==> src/rtl/mips_mc_pkg.sv <==
// Shared types and encodings for the multi-cycle MIPS controller.
// States, opcodes, funct codes, ALU codes and datapath select values.
package mips_mc_pkg;

  typedef enum logic [3:0] {
    S_FETCH    = 4'd0,
    S_DECODE   = 4'd1,
    S_MEMADR   = 4'd2,
    S_MEMRD    = 4'd3,
    S_MEMWB    = 4'd4,
    S_MEMWR    = 4'd5,
    S_EXECUTE  = 4'd6,
    S_ALUWB    = 4'd7,
    S_BRANCH   = 4'd8,
    S_ADDIEXEC = 4'd9,
    S_ADDIWB   = 4'd10,
    S_JUMP     = 4'd11,
    S_HALT     = 4'd12
  } state_t;

  typedef enum logic [1:0] {
    ALUOP_ADD   = 2'b00,
    ALUOP_SUB   = 2'b01,
    ALUOP_FUNCT = 2'b10
  } alu_op_t;

  localparam logic [5:0] OP_RTYPE = 6'b000000;
  localparam logic [5:0] OP_LW    = 6'b100011;
  localparam logic [5:0] OP_SW    = 6'b101011;
  localparam logic [5:0] OP_BEQ   = 6'b000100;
  localparam logic [5:0] OP_ADDI  = 6'b001000;
  localparam logic [5:0] OP_J     = 6'b000010;

  localparam logic [5:0] F_ADD = 6'b100000;
  localparam logic [5:0] F_SUB = 6'b100010;
  localparam logic [5:0] F_AND = 6'b100100;
  localparam logic [5:0] F_OR  = 6'b100101;
  localparam logic [5:0] F_SLT = 6'b101010;

  localparam logic [2:0] ALU_ADD = 3'b010;
  localparam logic [2:0] ALU_SUB = 3'b110;
  localparam logic [2:0] ALU_AND = 3'b000;
  localparam logic [2:0] ALU_OR  = 3'b001;
  localparam logic [2:0] ALU_SLT = 3'b111;

  localparam logic [1:0] SRCB_B     = 2'b00;
  localparam logic [1:0] SRCB_FOUR  = 2'b01;
  localparam logic [1:0] SRCB_IMM   = 2'b10;
  localparam logic [1:0] SRCB_IMMSH = 2'b11;

  localparam logic [1:0] PC_ALU    = 2'b00;
  localparam logic [1:0] PC_ALUOUT = 2'b01;
  localparam logic [1:0] PC_JUMP   = 2'b10;

endpackage

==> src/rtl/mips_mc_controller_alu.sv <==
// ALU decoder: maps ALUOp and funct to ALUControl.
// Flags unknown funct codes; those still execute as add.
module mips_alu_decoder
  import mips_mc_pkg::*;
(
  input  alu_op_t    alu_op_i,
  input  logic [5:0] funct_i,
  output logic [2:0] alu_ctrl_o,
  output logic       illegal_funct_o
);

  always_comb begin
    alu_ctrl_o      = ALU_ADD;
    illegal_funct_o = 1'b0;
    unique case (alu_op_i)
      ALUOP_ADD: alu_ctrl_o = ALU_ADD;
      ALUOP_SUB: alu_ctrl_o = ALU_SUB;
      ALUOP_FUNCT: begin
        case (funct_i)
          F_ADD:   alu_ctrl_o = ALU_ADD;
          F_SUB:   alu_ctrl_o = ALU_SUB;
          F_AND:   alu_ctrl_o = ALU_AND;
          F_OR:    alu_ctrl_o = ALU_OR;
          F_SLT:   alu_ctrl_o = ALU_SLT;
          default: illegal_funct_o = 1'b1;
        endcase
      end
      default: alu_ctrl_o = ALU_ADD;
    endcase
  end

endmodule

==> src/rtl/mips_mc_controller.sv <==
// Multi-cycle MIPS control FSM (Moore, Zero only feeds PCEn).
// Write enables are masked while rst_n is low.
module mips_mc_controller
  import mips_mc_pkg::*;
#(
  parameter bit ILLEGAL_HALT = 1'b0
) (
  input  logic       clk,
  input  logic       rst_n,
  input  logic [5:0] Op,
  input  logic [5:0] Funct,
  input  logic       Zero,
  output logic       IorD,
  output logic       MemWrite,
  output logic       IRWrite,
  output logic       RegDst,
  output logic       MemtoReg,
  output logic       RegWrite,
  output logic       ALUSrcA,
  output logic [1:0] ALUSrcB,
  output logic [2:0] ALUControl,
  output logic [1:0] PCSrc,
  output logic       PCEn,
  output logic       Illegal,
  output logic       Retire
);

  state_t  state_q, state_d;
  alu_op_t alu_op;
  logic    illegal_funct;
  logic    pc_write, branch;
  logic    mem_write, ir_write, reg_write;
  logic    illegal, retire;

  mips_alu_decoder u_alu_dec (
    .alu_op_i       (alu_op),
    .funct_i        (Funct),
    .alu_ctrl_o     (ALUControl),
    .illegal_funct_o(illegal_funct)
  );

  always_ff @(posedge clk) begin
    if (!rst_n) state_q <= S_FETCH;
    else        state_q <= state_d;
  end

  always_comb begin
    state_d   = S_FETCH;
    alu_op    = ALUOP_ADD;
    IorD      = 1'b0;
    RegDst    = 1'b0;
    MemtoReg  = 1'b0;
    ALUSrcA   = 1'b0;
    ALUSrcB   = SRCB_B;
    PCSrc     = PC_ALU;
    pc_write  = 1'b0;
    branch    = 1'b0;
    mem_write = 1'b0;
    ir_write  = 1'b0;
    reg_write = 1'b0;
    illegal   = 1'b0;
    retire    = 1'b0;
    unique case (state_q)
      S_FETCH: begin
        ir_write = 1'b1;
        ALUSrcB  = SRCB_FOUR;
        pc_write = 1'b1;
        state_d  = S_DECODE;
      end
      S_DECODE: begin
        ALUSrcB = SRCB_IMMSH;
        case (Op)
          OP_LW, OP_SW: state_d = S_MEMADR;
          OP_RTYPE:     state_d = S_EXECUTE;
          OP_BEQ:       state_d = S_BRANCH;
          OP_ADDI:      state_d = S_ADDIEXEC;
          OP_J:         state_d = S_JUMP;
          default: begin
            illegal = 1'b1;
            state_d = ILLEGAL_HALT ? S_HALT : S_FETCH;
          end
        endcase
      end
      S_MEMADR: begin
        ALUSrcA = 1'b1;
        ALUSrcB = SRCB_IMM;
        state_d = (Op == OP_SW) ? S_MEMWR : S_MEMRD;
      end
      S_MEMRD: begin
        IorD    = 1'b1;
        state_d = S_MEMWB;
      end
      S_MEMWB: begin
        MemtoReg  = 1'b1;
        reg_write = 1'b1;
        retire    = 1'b1;
      end
      S_MEMWR: begin
        IorD      = 1'b1;
        mem_write = 1'b1;
        retire    = 1'b1;
      end
      S_EXECUTE: begin
        ALUSrcA = 1'b1;
        alu_op  = ALUOP_FUNCT;
        illegal = illegal_funct;
        state_d = S_ALUWB;
      end
      S_ALUWB: begin
        RegDst    = 1'b1;
        reg_write = 1'b1;
        retire    = 1'b1;
      end
      S_BRANCH: begin
        ALUSrcA = 1'b1;
        alu_op  = ALUOP_SUB;
        PCSrc   = PC_ALUOUT;
        branch  = 1'b1;
        retire  = 1'b1;
      end
      S_ADDIEXEC: begin
        ALUSrcA = 1'b1;
        ALUSrcB = SRCB_IMM;
        state_d = S_ADDIWB;
      end
      S_ADDIWB: begin
        reg_write = 1'b1;
        retire    = 1'b1;
      end
      S_JUMP: begin
        PCSrc    = PC_JUMP;
        pc_write = 1'b1;
        retire   = 1'b1;
      end
      S_HALT: state_d = S_HALT;
      default: state_d = S_FETCH;
    endcase
  end

  assign MemWrite = mem_write & rst_n;
  assign IRWrite  = ir_write & rst_n;
  assign RegWrite = reg_write & rst_n;
  assign PCEn     = (pc_write | (branch & Zero)) & rst_n;
  assign Illegal  = illegal & rst_n;
  assign Retire   = retire & rst_n;

endmodule

==> config.mk <==
export PLATFORM = sky130hd
export DESIGN_NAME = mips_mc_controller
export DESIGN_NICKNAME = d
export VERILOG_FILES = /design/src/rtl/mips_mc_pkg.sv /design/src/rtl/mips_mc_controller_alu.sv /design/src/rtl/mips_mc_controller.sv
export SDC_FILE = /design/constraint.sdc
export NUM_CORES = 1
export LEC_CHECK = 0
export BUFFER_PORTS_ARGS = -buffer_cell sky130_fd_sc_hd__buf_2
export CAP_MARGIN = 20
export CORE_UTILIZATION = 40
export CTS_CLUSTER_DIAMETER = 60
export CTS_CLUSTER_SIZE = 10
export DETAILED_ROUTE_END_ITERATION = 6
export PLACE_DENSITY = 0.82
export REMOVE_ABC_BUFFERS = 1
export SYNTH_ARGS = -nofsm -noshare
export SYNTH_HDL_FRONTEND = slang
export SYNTH_SLANG_ARGS = --single-unit
==> constraint.sdc <==
create_clock -name clk -period 1.7 [get_ports clk]
set_clock_uncertainty 0.15 [all_clocks]
set_input_delay 0.425 -clock clk [delete_from_list [all_inputs] [get_ports clk]]
set_output_delay 0.425 -clock clk [all_outputs]
set_load 0.02 [all_outputs]
# Word level (Yosys, flattened, before mapping)
# Index checks and enable logic that the tools add are counted.
# totals
ff_bits	4
input_bits	15
output_inout_bits	17
elab_cells	66
# classes
n_eq_ne	24
muxes	22
bitwise	8
reduce_logical	11
# ops
op	n
6-bit equality test, second input constant	7
4-bit case mux with 7 select lines	1
4-bit equality test, second input constant	5
4-bit case mux with 5 select lines	1
4-bit by 3-bit equality test with 1-bit output, second input constant	4
1-bit 2-to-1 mux	13
3-bit case mux with 4 select lines	1
6-bit OR reduction	2
4-bit by 2-bit equality test with 1-bit output, second input constant	2
2-bit case mux with 2 select lines	2
2-bit OR reduction	4
1-bit AND	7
6-bit by 2-bit equality test with 1-bit output, second input constant	1
6-bit by 3-bit equality test with 1-bit output, second input constant	1
6-bit by 4-bit equality test with 1-bit output, second input constant	1
6-bit logical NOT	1
2-bit case mux with 3 select lines	1
3-bit case mux with 2 select lines	1
5-bit OR reduction	1
4-bit by 1-bit equality test with 1-bit output, second input constant	1
4-bit logical NOT	1
4-bit OR reduction	1
3-bit 2-to-1 mux	1
3-bit OR reduction	1
4 further kinds	4

# Logic depth before layout (Yosys ltp)
# depth
word_depth	6
depth_mapped	7
ltp_nobuf	6

# Hierarchy
# From an unflattened synthesis, not the netlist that was laid out.
# unflattened
hier_cells	100
area_unflattened_um2	671.9
# modules_own_cells
mod	instances	cells_each	area_per_inst_um2	seq_area_each_um2
mips_mc_controller	1	80	523.0	80.1
mips_alu_decoder	1	20	148.9	0.0

# Worst setup path before layout
# No wires, ideal clock.
# synth_timing
path_kind	register to output
from	reg state_q[2]
to	out ALUControl[2]
arrival_ns	1.401
t_required_ns	1.125
setup_slack_ns	-0.276
stages_incl_launch_ff	7
n_path_buf	0
cell_sequence	dfxtp_1 > nand2b_1 > nand2b_1 > inv_1 > ha_1 > a41oi_1 > nor2_1
# synth_via
elab_chain_len	4
word_cells_on_any_way	6
cone_classes	4 x eq/ne; 2 x mux
# synth_lines
item	line_no	source
start: declaration	mips_mc_controller.sv:28	state_t state_q, state_d;
start signal: assignment	mips_mc_controller.sv:44	else state_q <= state_d;
4-bit equality test or 4-bit by 3-bit equality test with 1-bit output (tied branches)	mips_mc_controller.sv:63	unique case (state_q)
2-bit case mux with 2 select lines (*)	mips_mc_controller.sv:63	
2-bit equality test or 2-bit by 1-bit equality test with 1-bit output (tied branches)	mips_mc_controller_alu.sv:15	unique case (alu_op_i)
3-bit case mux with 2 select lines (*)	mips_mc_controller_alu.sv:15	
end: declaration	mips_mc_controller.sv:21	output logic [2:0] ALUControl,
# Every way passes the cells marked *; elsewhere a longest branch is shown, timed or not.

# Worst setup path in the final report
# layout_timing
from	reg state_q[3]
to	out Illegal
# layout_via
elab_chain_len	6
word_cells_on_any_way	8
cone_classes	4 x eq/ne; 3 x mux; 1 x bitwise
# layout_lines
item	line_no	source
4-bit equality test or 4-bit by 3-bit equality test with 1-bit output (tied branches)	mips_mc_controller.sv:63	
2-bit case mux with 2 select lines	mips_mc_controller.sv:63	
2-bit equality test	mips_mc_controller_alu.sv:15	
1-bit 2-to-1 mux	mips_mc_controller_alu.sv:15	
1-bit case mux with 2 select lines (*)	mips_mc_controller.sv:63	
1-bit AND (*)	mips_mc_controller.sv:144	assign Illegal = illegal & rst_n;
end: declaration	mips_mc_controller.sv:24	output logic Illegal,
# Marked as above.

==> impl_metrics.ini <==
[drt]
vias = 1173
routedWlPerCell_um = 21.10
detail_route.wirelength_um = 3756
drc = 0
dr.pass1.iters = 6
via_per_inst = 6.590
drt_iter0_markers = 66
ant_nets = 0

[synthesis]
synth-seq-cells = 4
synth_cells = 100
syn_area_um2 = 641.9
yosysSeqAreaShare_pct = 12.48
synth_area_per_cell_um2 = 6.419
yosysUniqueCellTypes = 33
yosysWarnings = 0

[place]
gp_congestion = 0.8955
portBuffers = 31
post-dp-hpwl_um = 1496

[timing]
fin_tns_setup_ns = -4.542
tightestPinTransition_ns = 0.3156
max-slew-margin-rel_pct = 78.92
fin_crit_sh_pct = 126.6
fmax_mhz = 464.8
finalMaxSlewViolations = 0
fin_ws_ns = -0.4515
hold_viol = 0
setup_viol = 18
rsz0062_at_grt = true
fin_crit_ns = 2.152

[setup_path]
worstReg2RegStart = state_q[1]
r2r_end = state_q[0]
r2r_cells = 7
endpoint_kind = output port
required_ns = 1.12
endpoint = Illegal
arrival_ns = 1.58
crit_start = state_q[3]
worstPathMaxFanout = 4
worstSetupStartpointType = flop
crit_type = reg -> out
r2r_slack_ns = -0.11

[floorplan]
initial_core_util_pct = 42.61
ios = 32
die_area_um2 = 1769
die_width_um = 42.06
row_count = 14
die_y_um = 42.06
coreArea_um2 = 1506

[clocking]
cts_num_sinks = 4
cts_inserted_buffers = 3
cts_root_buffer = clkbuf_4
cts_max_level = 1
clkLatencyLatePin_ns = 0.25
path_clk_slew_ns = 0.04
cts_tree = yes
cts_hold_buf = 0
cts_buffer_depth = 2

[run]
drv_cap = 0

[pwr]
p_leak_nw = 0.5581
power_density_nw_per_um2 = 328.2
vdd_drop_max_mv = 0.3084

[layout]
largest-register = state_q
fin_util_pct = 90.20
top_regs = state_q (4)
largest_reg_flops = 4
n_fill_cell = 73
n_antenna_cell = 0
final_layout_size_suffix_gt1_share_pct = 63.58
syn_to_final_growth_pct = 111.7
finalNetCount = 181

[global_routing]
grt_max_degree = 14
grt_use_total_pct = 31.82
grt_pass1_vias = 994
antenna_found_initial = 0
grt_pass1_wl_um = 4298
grt_overflow_total = 0

[min_path]
min_path_type = in -> reg

[outcome]
outcome = complete, but fails checks
violations = setup timing
layout by cell type (no fill, tap or decap), types with 4 or more instances in the layout:
cell type  synthesis  routed
buf_4              2      32
nand3_1            6       6
nand2_1            8       6
o21ai_0            5       5
nand2b_4           0       4
nor2_1            17       8
nor2_4             0       7
nor2_2             2       4
buf_2              3      16
buf_6              0      14
dfxtp_4            0       4
nor3_1             7       4
report_power, final:
group / leakage, nW / internal (mW) / switching, mW / total (mW)
combinational: 0.509 / 0.0931 / 0.118 / 0.211
clock: 0.0138 / 0.0800 / 0.0540 / 0.134
sequential: 0.0355 / 0.0932 / 0.00782 / 0.101
total: 0.558 / 0.266 / 0.180 / 0.446
what timing repair did:
action | CTS | global route
pin swaps | 7 | 8
resized for setup | 61 | 22
setup endpoints to repair | 17 | 17
buffers inserted | 3 | 9
kinds of logic (layout without fill, tap and decap cells):
kind of cell	after synthesis	after routing	synth area share, %
and+or+nand+nor	57	57	45.42
buffers and inverters	10	72	7.601
AOI/OAI and AO/OA	24	24	26.51
DFF	4	4	12.48
adders and majority gates	2	2	3.898
xor gates and xnor gates	3	3	4.094
per-stage QoR:
stage          instances  hold slack, ns  cell area (µm²)  setup slack [ns]  power (mW)
6_report             178          0.5561             1359           -0.4515      0.4459
5_1_grt              178          0.5685             1359           -0.5536      0.4574
4_1_cts              171          0.4660             1217           -0.3424      0.4037
3_5_place_dp         165          0.5562            959.7           -0.2138      0.2512
3_3_place_gp         165          0.5361            959.7           -0.1670      0.2458
2_1_floorplan         95          0.4354            611.8           -0.4811      0.1712
area by class of cell:
| class | instances | area, µm² | area share [%] |
|---|---|---|---|
| multi-input combinational | 86 | 694.4 | 51.11 |
| tap | 16 | 20.02 | 1.473 |
| inverter | 5 | 18.77 | 1.381 |
| clock buffer | 3 | 22.52 | 1.657 |
| sequential | 4 | 95.09 | 6.998 |
| timing repair buffer | 64 | 508.0 | 37.38 |
metal layers:
metal	vias up	track usage, %	share of wire [%]
li1	479	-	-
met1	517	33.16	33
met2	134	57.81	48
met3	43	4.741	12
met4	0	21.88	7.7
met5	-	0	0
synth_stat cells (all sizes together):
cell type | n | area (µm²)
a32oi | 2 | 17.52
a2111oi | 1 | 15.01
xnor2 | 1 | 8.760
o22ai | 3 | 18.77
nor3 | 7 | 35.03
nor2 | 19 | 76.32
a41oi | 1 | 8.760
dfxtp | 4 | 80.08
o21a | 2 | 15.01
a211oi | 1 | 7.510
a31oi | 2 | 12.51
xor2 | 2 | 17.52
and3 | 2 | 12.51
ha | 2 | 25.02
and2 | 1 | 6.260
nor4 | 1 | 12.51
o211ai | 2 | 15.01
nor2b | 4 | 25.02
o221a | 1 | 11.26
nor3b | 1 | 7.510
a21oi | 2 | 10.01
nand3 | 7 | 40.04
inv | 5 | 18.77
o21ai | 7 | 38.78
buf | 5 | 30.02
nand2b | 7 | 46.30
nand2 | 8 | 30.03
critical path: stages (launching register included):
cell	delay, ns
dfxtp_4	0.36
nand2b_4	0.16
nor2_4	0.13
ha_2	0.22
nand2_1	0.08
o22ai_1	0.19
buf_4	0.19
worst min-delay path by stage:
stage,depth (start not counted),end,start,slack [ns]
finish,5,state_q[3],Op[4],0.56
CTS,5,state_q[3],Op[4],0.47
detailed placement,2,state_q[0],state_q[3],0.56
global route,4,state_q[2],rst_n,0.57
global placement,2,state_q[0],state_q[3],0.54
floorplan,2,state_q[1],rst_n,0.44
(Power assumes the default switching activity.)
